### src/rtl/fpu_sequencer.sv
// ---------------------------------------------------------------------------
// fpu_sequencer
//
// Multi-cycle sequencer between the decode stage and the FPU datapath.
// It classifies a float instruction from funct_7/funct_3 and starts the FPU.
// It then stalls the front end for the latency of the operation. After that
// it holds a write-back request until the register file accepts it.
//
// Ports:
//   clk          rising-edge clock
//   rst_n        asynchronous active-low reset
//   issue_valid  decode presents a float instruction
//   funct_7      instruction funct_7 field
//   funct_3      instruction funct_3 field
//   rd           destination register index
//   wb_ready     register-file write port accepts this cycle
//   flush        pipeline redirect; kills any in-flight operation
//   stall        freeze PC/decode (combinational)
//   illegal      unsupported float encoding seen in IDLE (combinational)
//   fpu_start    one-cycle start pulse to the FPU (registered)
//   fpu_op       latched operation code (registered)
//   fpu_abort    one-cycle pulse after a flush kills an operation
//   wb_valid     result ready for write-back
//   wb_rd        latched destination register
//   wb_int       1 = integer register file, 0 = float register file
//   busy         sequencer not idle
// ---------------------------------------------------------------------------
module fpu_sequencer #(
    parameter int ADD_LAT  = 2,
    parameter int MUL_LAT  = 3,
    parameter int DIV_LAT  = 12,
    parameter int SQRT_LAT = 16,
    parameter int CNT_W    = 5
) (
    input  logic       clk,
    input  logic       rst_n,
    input  logic       issue_valid,
    input  logic [6:0] funct_7,
    input  logic [2:0] funct_3,
    input  logic [4:0] rd,
    input  logic       wb_ready,
    input  logic       flush,
    output logic       stall,
    output logic       illegal,
    output logic       fpu_start,
    output logic [3:0] fpu_op,
    output logic       fpu_abort,
    output logic       wb_valid,
    output logic [4:0] wb_rd,
    output logic       wb_int,
    output logic       busy
);

    // Operation codes driven on fpu_op
    localparam logic [3:0] OP_ADD     = 4'd0;
    localparam logic [3:0] OP_SUB     = 4'd1;
    localparam logic [3:0] OP_MUL     = 4'd2;
    localparam logic [3:0] OP_DIV     = 4'd3;
    localparam logic [3:0] OP_SQRT    = 4'd4;
    localparam logic [3:0] OP_SGNJ    = 4'd5;
    localparam logic [3:0] OP_MINMAX  = 4'd6;
    localparam logic [3:0] OP_CMP     = 4'd7;
    localparam logic [3:0] OP_CVT_W_S = 4'd8;
    localparam logic [3:0] OP_CVT_S_W = 4'd9;
    localparam logic [3:0] OP_MV_X_W  = 4'd10;
    localparam logic [3:0] OP_MV_W_X  = 4'd11;

    // Counter preload values are latency minus one. The counter reaches zero
    // in the last BUSY cycle.
    localparam logic [CNT_W-1:0] ADD_CNT  = CNT_W'(ADD_LAT - 1);
    localparam logic [CNT_W-1:0] MUL_CNT  = CNT_W'(MUL_LAT - 1);
    localparam logic [CNT_W-1:0] DIV_CNT  = CNT_W'(DIV_LAT - 1);
    localparam logic [CNT_W-1:0] SQRT_CNT = CNT_W'(SQRT_LAT - 1);

    typedef enum logic [1:0] {
        S_IDLE = 2'd0,
        S_BUSY = 2'd1,
        S_WB   = 2'd2
    } state_t;

    state_t           r_state;
    logic [CNT_W-1:0] r_cnt;
    logic             r_fpu_start;
    logic [3:0]       r_fpu_op;
    logic             r_fpu_abort;
    logic             r_wb_valid;
    logic [4:0]       r_wb_rd;
    logic             r_wb_int;

    logic             w_legal;
    logic [3:0]       w_op;
    logic [CNT_W-1:0] w_cnt_init;
    logic             w_wb_int;
    logic             w_accept;

    // Instruction classification
    always_comb begin
        w_legal    = 1'b1;
        w_op       = OP_ADD;
        w_cnt_init = '0;
        w_wb_int   = 1'b0;
        unique case (funct_7)
            7'b0000000: begin w_op = OP_ADD;  w_cnt_init = ADD_CNT;  end
            7'b0000100: begin w_op = OP_SUB;  w_cnt_init = ADD_CNT;  end
            7'b0001000: begin w_op = OP_MUL;  w_cnt_init = MUL_CNT;  end
            7'b0001100: begin w_op = OP_DIV;  w_cnt_init = DIV_CNT;  end
            7'b0101100: begin w_op = OP_SQRT; w_cnt_init = SQRT_CNT; end
            7'b0010000: begin
                w_op    = OP_SGNJ;
                w_legal = (funct_3 <= 3'd2);
            end
            7'b0010100: begin
                w_op    = OP_MINMAX;
                w_legal = (funct_3 <= 3'd1);
            end
            7'b1010000: begin
                w_op     = OP_CMP;
                w_wb_int = 1'b1;
                w_legal  = (funct_3 <= 3'd2);
            end
            7'b1100000: begin w_op = OP_CVT_W_S; w_wb_int = 1'b1; end
            7'b1101000: begin w_op = OP_CVT_S_W; end
            // funct_3 = 1 under this funct_7 is FCLASS, which this FPU lacks
            7'b1110000: begin
                w_op     = OP_MV_X_W;
                w_wb_int = 1'b1;
                w_legal  = (funct_3 == 3'd0);
            end
            7'b1111000: begin w_op = OP_MV_W_X; end
            default:    begin w_legal = 1'b0; end
        endcase
    end

    assign w_accept = (r_state == S_IDLE) & issue_valid & w_legal & ~flush;

    always_ff @(posedge clk or negedge rst_n) begin
        if (!rst_n) begin
            r_state     <= S_IDLE;
            r_cnt       <= '0;
            r_fpu_start <= 1'b0;
            r_fpu_op    <= 4'd0;
            r_fpu_abort <= 1'b0;
            r_wb_valid  <= 1'b0;
            r_wb_rd     <= 5'd0;
            r_wb_int    <= 1'b0;
        end else begin
            r_fpu_start <= 1'b0;
            r_fpu_abort <= 1'b0;
            unique case (r_state)
                S_IDLE: begin
                    if (w_accept) begin
                        r_state     <= S_BUSY;
                        r_cnt       <= w_cnt_init;
                        r_fpu_op    <= w_op;
                        r_wb_rd     <= rd;
                        r_wb_int    <= w_wb_int;
                        r_fpu_start <= 1'b1;
                    end
                end
                S_BUSY: begin
                    if (flush) begin
                        r_state     <= S_IDLE;
                        r_cnt       <= '0;
                        r_fpu_abort <= 1'b1;
                    end else if (r_cnt == '0) begin
                        r_state    <= S_WB;
                        r_wb_valid <= 1'b1;
                    end else begin
                        r_cnt <= r_cnt - CNT_W'(1);
                    end
                end
                S_WB: begin
                    // A flush takes priority over a same-cycle handshake.
                    // The op still counts as aborted.
                    if (flush) begin
                        r_state     <= S_IDLE;
                        r_wb_valid  <= 1'b0;
                        r_fpu_abort <= 1'b1;
                    end else if (wb_ready) begin
                        r_state    <= S_IDLE;
                        r_wb_valid <= 1'b0;
                    end
                end
                default: begin
                    r_state    <= S_IDLE;
                    r_wb_valid <= 1'b0;
                end
            endcase
        end
    end

    // The stall drops in the handshake cycle. Decode therefore advances on
    // the same edge that returns the sequencer to IDLE, and the held
    // instruction is not issued a second time.
    assign stall     = w_accept | (r_state == S_BUSY) | ((r_state == S_WB) & ~wb_ready);
    assign illegal   = (r_state == S_IDLE) & issue_valid & ~w_legal;
    assign fpu_start = r_fpu_start;
    assign fpu_op    = r_fpu_op;
    assign fpu_abort = r_fpu_abort;
    assign wb_valid  = r_wb_valid;
    assign wb_rd     = r_wb_rd;
    assign wb_int    = r_wb_int;
    assign busy      = (r_state != S_IDLE);

endmodule

### config.mk
export PLATFORM = sky130hd
export DESIGN_NAME = fpu_sequencer
export DESIGN_NICKNAME = d
export VERILOG_FILES = /design/src/rtl/fpu_sequencer.sv
export SDC_FILE = /design/constraint.sdc
export NUM_CORES = 1
export LEC_CHECK = 0
export BUFFER_PORTS_ARGS = -buffer_cell sky130_fd_sc_hd__buf_2
export CAP_MARGIN = 10
export CORE_UTILIZATION = 48
export DETAILED_ROUTE_END_ITERATION = 6
export PLACE_DENSITY = 0.74
export SYNTH_ARGS = -nofsm -noshare
export SYNTH_HDL_FRONTEND = slang
export SYNTH_SLANG_ARGS = --single-unit
### constraint.sdc
create_clock -name clk -period 1.95 [get_ports clk]
set_input_delay 0.0975 -clock clk [delete_from_list [all_inputs] [get_ports clk]]
set_output_delay 0.0975 -clock clk [all_outputs]
set_load 0.02 [all_outputs]
# Yosys cells after proc, flatten, opt, wreduce, memory -nomap -nowiden
# Cells that the tools add are included.
# Widths: inputs -> output; s select.
dict set report word_totals {
  out_inout_bits 16
  register_bits 20
  in_bits 20
  elab_cells 79
}
dict set report classes {
  n_eq_ne 19
  n_mux 23
  n_addsub 1
  reduce_logical 15
  magnitude_cmp 2
  bitwise 11
}
# cell n
set ops {}
lappend ops {{$pmux 4 s11} 1}
lappend ops {{$eq 7x7->1 const B} 5}
lappend ops {{$pmux 4 s4} 1}
lappend ops {{$mux 5} 3}
lappend ops {{$eq 7x4->1 const B} 2}
lappend ops {{$eq 7x5->1 const B} 2}
lappend ops {{$mux 2} 5}
lappend ops {{$pmux 5 s2} 1}
lappend ops {{$mux 1} 9}
lappend ops {{$ne 3x3->1 const B} 3}
lappend ops {{$reduce_or 8->1} 1}
lappend ops {{$eq 7x3->1 const B} 1}
lappend ops {{$eq 7x6->1 const B} 1}
lappend ops {{$logic_not 7->1} 1}
lappend ops {{$ne 2x2->1 const B} 3}
lappend ops {{$pmux 2 s3} 1}
lappend ops {{$reduce_and 3->1} 2}
lappend ops {{$reduce_or 2->1} 3}
lappend ops {{$and 1x1->1} 5}
lappend ops {{$logic_not 5->1} 1}
lappend ops {{$sub 5x1->5 const B} 1}
lappend ops {{$not 1->1} 4}
lappend ops {{$pmux 1 s4} 1}
lappend ops {{$reduce_and 4->1} 1}
lappend ops {{11 further kinds} 13}

# Depth between registers and ports, before layout
dict set report logic_depth {
  word_depth 7
  depth_mapped 9
  depth_no_buf 7
}

# Least setup slack after synthesis
# OpenSTA, ideal clock, no wires.
dict set report synth_timing {
  path_kind {reg2reg}
  from {reg r_state[1]}
  to {reg r_wb_rd[0] (netlist: wb_rd[0])}
  required_ns 1.825
  path_slack_ns -0.057
  period_less_slack_ns 2.007
  path_stages_with_launch 9
  path_buffers 2
  arrival_ns 1.882
  setup_ns 0.125
  cell_sequence {dfrtp_1 inv_1 ha_1 clkbuf_1 inv_1 nor2_1 o211ai_2 buf_6 mux2_4}
}
dict set report synth_between {
  elab_chain_len 5
}
# element line_no
set synth_rtl {}
lappend synth_rtl {{from (decl)} 81} ;# state_t r_state;
lappend synth_rtl {{from (signal assigned)} 138} ;# r_state <= S_IDLE;
lappend synth_rtl {{from (signal assigned)} 152} ;# r_state <= S_BUSY;
lappend synth_rtl {{from (signal assigned)} 162} ;# r_state <= S_IDLE;
lappend synth_rtl {{$logic_not 2->1 *} {134, 149}}
lappend synth_rtl {{$and 1x1->1 (3 in a row)} 134} ;# assign w_accept = (r_state == S_IDLE) & issue_valid & w_legal & ~flush;
lappend synth_rtl {{$reduce_and 2->1 (no source line) *} n/a}
lappend synth_rtl {{to (signal assigned)} 155} ;# r_wb_rd <= rd;
lappend synth_rtl {{to (decl)} 87} ;# logic [4:0] r_wb_rd;
# Mark *: on every way between the ends. The rest lies on a longest branch, timed or not.
# A chain may end at the register's enable or synchronous reset.

# Final worst setup path
dict set report layout_timing {
  from {reg r_state[1]}
  to {reg r_cnt[4]}
}
dict set report layout_between {
  elab_chain_len 6
  word_cells_on_any_way 10
  cone_classes {eq/ne (3); mux (1); bitwise (3); reduce/logical (3)}
}
# element line_no
set layout_rtl {}
lappend layout_rtl {{$logic_not 2->1} {134, 149}}
lappend layout_rtl {{$and 1x1->1 (3 in a row)} 134}
lappend layout_rtl {{$ne 2x2->1 (no source line)} n/a}
lappend layout_rtl {{$reduce_and 3->1 (no source line)} n/a}
lappend layout_rtl {{to (signal assigned)} 153} ;# r_cnt <= w_cnt_init;
lappend layout_rtl {{to (signal assigned)} 169} ;# r_cnt <= r_cnt - CNT_W'(1);
lappend layout_rtl {{to (decl)} 82} ;# logic [CNT_W-1:0] r_cnt;
# Several ways; a longest one is shown, not always the timed one.

==> run metrics <==
status=finished with violations; failing checks=design-rule violations; Starting DRT DRC Count=74; max incr delay on CP=430 ps; Post-synth EDFFs=0; fmax=0.529 GHz; commonest cells after routing, fill and taps aside=buf_2 (35), dfrtp_1 (20), buf_4 (17); # diodes=0; sequential share of the synthesized area=0.346; final net count=243; Yosys top cell area share=0.346; Worst path slowest cell=dfrtp_1; Vias/cell=6.12; Post-synth top flop=dfrtp_1; Tmin final=1890 ps; first-pass GRT wire length=6070 um; top post-synthesis cells by area=dfrtp_1 (35%), mux2_4 (5.2%), ha_1 (4.3%); CP Class=reg2reg; clock-pin slew on the worst setup and hold paths=130 ps; Max rail drop VDD=417 uV; Critical R2R Launch=r_state[1]$_DFFE_PN0P_; DRC errors left=8; Req. time, crit path=2130 ps; P_leak=0.000884 uW; synthesized area per cell=8.66 um^2; Worst Hold Path EP=wb_rd[3]$_DFFE_PN0P_; initial antenna violation count=0; async set-reset flop share out of synthesis=1.00; Critical Path Fanout Max=6; Fin Hold WS=12.4 ps; min-delay worst type=in2reg; largest net degree at the start of global routing=21; share of layout cells above drive strength 1=0.359; clock latency at the later pin of the worst-skew pair=310 ps; final number of setup-violating endpoints=0; net count after synthesis=192; Tcrit/Tclk final=0.970; CTS Sinks=20; Rows=19; DR vias=1517; unrepaired setup endpoints after global routing=true; Worst R2R End=r_cnt[4]$_DFFE_PN0P_; Startpoint Class=register; final setup TNS=0 ps; Seq cells post-synth=20; gpl congestion=0.970; # Max-Cap Violations=0; Setup WS post-layout=58.1 ps; CP Cell Sequence=inv_1 -> ha_2 -> nand2b_1 -> buf_4 -> nor4b_1 -> o32ai_1 -> a2111oi_2; skew final=3.41 ps; DIE AREA=3240 um^2; Critical Path End Type=register; post-synth cell types=47; Rel. slew slack=0.700; Placeable Area=2810 um^2; H-tree levels=1; HPWL Detailed=2660 um; 1st-pass router iterations=6; final wirelength=3750 um; Hold Fails Final Rpt=0; Final Max Tran Viols=0; clock buffer depth=2; reg2reg setup slack=60 ps; IO Port Bufs=35; Initial Util=0.516; delay-heaviest family, CP=compound AO/OA/AOI/OAI gates; GRT Util Overall=0.239; CTS Root Cell=clkbuf_4; worst slack, placed=-37.4 ps; worst-margin pin slew=449 ps; synth-to-layout area growth=31.7%; grt total ovfl=0; PnR Total Power=1680 uW; Die W=56.9 um; vias in the first global route=1374; WP buf/inv=2; Mapped Area=1450 um^2; Synth Instances=167; Ports=36; Yosys warning count=0; pwr dens=883 nW/um^2; fillers=217; post-synth top area cell=dfrtp_1; Die Ht=56.9 um; commonest non-fill, non-tap cell in the layout=buf_2; worst path arrival time=2080 ps; hold path start=rd[3]; R2R cell count=7; worst hold path depth=2; CTS tree=done; Detail Route Antenna Nets=0; cts bufs inserted=3; DR WL/cell=15.1 um
==> cells by family after synthesis <==
logic type	after synthesis	share of synthesized area
compound gates	55	0.262
xor+xnor	2	0.0121
fa+ha+maj	5	0.0433
buf+inv	21	0.0614
flops	20	0.346
mux	5	0.0519
simple gates	59	0.223
==> Yosys cell counts, types with 2 or more instances <==
| cell type | instances |
|---|---|
| nor2b_1 | 3 |
| or4b_1 | 2 |
| buf_2 | 2 |
| a211oi_1 | 2 |
| nor3b_1 | 2 |
| nand2b_1 | 7 |
| clkbuf_1 | 8 |
| ha_1 | 5 |
| nand2_1 | 13 |
| mux2_4 | 5 |
| nor4b_1 | 2 |
| a31oi_1 | 4 |
| o21ai_0 | 10 |
| nor2_1 | 12 |
| o31ai_1 | 4 |
| dfrtp_1 | 20 |
| a22oi_1 | 2 |
| inv_1 | 10 |
| a21oi_1 | 12 |
| o22ai_1 | 4 |
| nor3_1 | 4 |
| o32ai_1 | 3 |
| or3_1 | 4 |
| and2_1 | 3 |
| a211o_1 | 2 |
==> timing repair <==
item                       4_1_cts  5_1_grt
hold buffers                     1        3
pin swaps                        0        0
setup buffers                    2        1
setup endpoints to repair        4        8
hold endpoints to repair        20        3
resized for setup                4       10
==> report_power, final <==
part           internal, uW  leakage, uW  switching (uW)
Sequential              490     0.000253            59.0
Clock                   208    0.0000279             144
Combinational           347     0.000603             435
Total                  1040     0.000884             638
==> area by class of cell <==
class / count / area, um^2 / share of cell area
multi-input cells: 126 / 913 / 0.479
flip-flops and latches: 20 / 500 / 0.263
repair buffers: 57 / 363 / 0.190
well taps: 31 / 38.8 / 0.0204
inverters: 10 / 37.5 / 0.0197
clock inverters: 1 / 30.0 / 0.0158
clock buffers: 3 / 22.5 / 0.0118
==> flip-flops by register name (all words and copies together), names as in the netlist <==
signal	flops
wb_int	1
wb_rd	5
fpu_abort	1
r_state	2
fpu_start	1
fpu_op	4
r_cnt	5
wb_valid	1
==> through the flow <==
stage	instance area (um^2)	instances	utilization
floorplan	1450	167	-
global placement	1730	237	0.618
detailed placement	1730	237	0.618
CTS	1820	244	0.650
global route	1910	248	0.679
finish	1910	248	0.679
==> routing by layer <==
| layer | wire length [um] | vias up | track usage |
|---|---|---|---|
| met5 | 0 | - | 0 |
| met4 | 108 | 0 | 0.0906 |
| met3 | 280 | 14 | 0.0300 |
| met2 | 1770 | 88 | 0.412 |
| met1 | 1590 | 702 | 0.303 |
| li1 | - | 713 | - |
==> how the worst max path moves through the flow <==
stage,start,endpoint,depth (start not counted)
floorplan,r_state[1]$_DFFE_PN0P_,r_cnt[2]$_DFFE_PN0P_,8
global placement,r_cnt[1]$_DFFE_PN0P_,r_cnt[2]$_DFFE_PN0P_,7
detailed placement,r_cnt[1]$_DFFE_PN0P_,r_cnt[2]$_DFFE_PN0P_,7
CTS,r_cnt[1]$_DFFE_PN0P_,r_state[1]$_DFFE_PN0P_,7
global route,r_state[1]$_DFFE_PN0P_,r_cnt[4]$_DFFE_PN0P_,7
finish,r_state[1]$_DFFE_PN0P_,r_cnt[4]$_DFFE_PN0P_,7
Power figures use the tool's default switching activity.
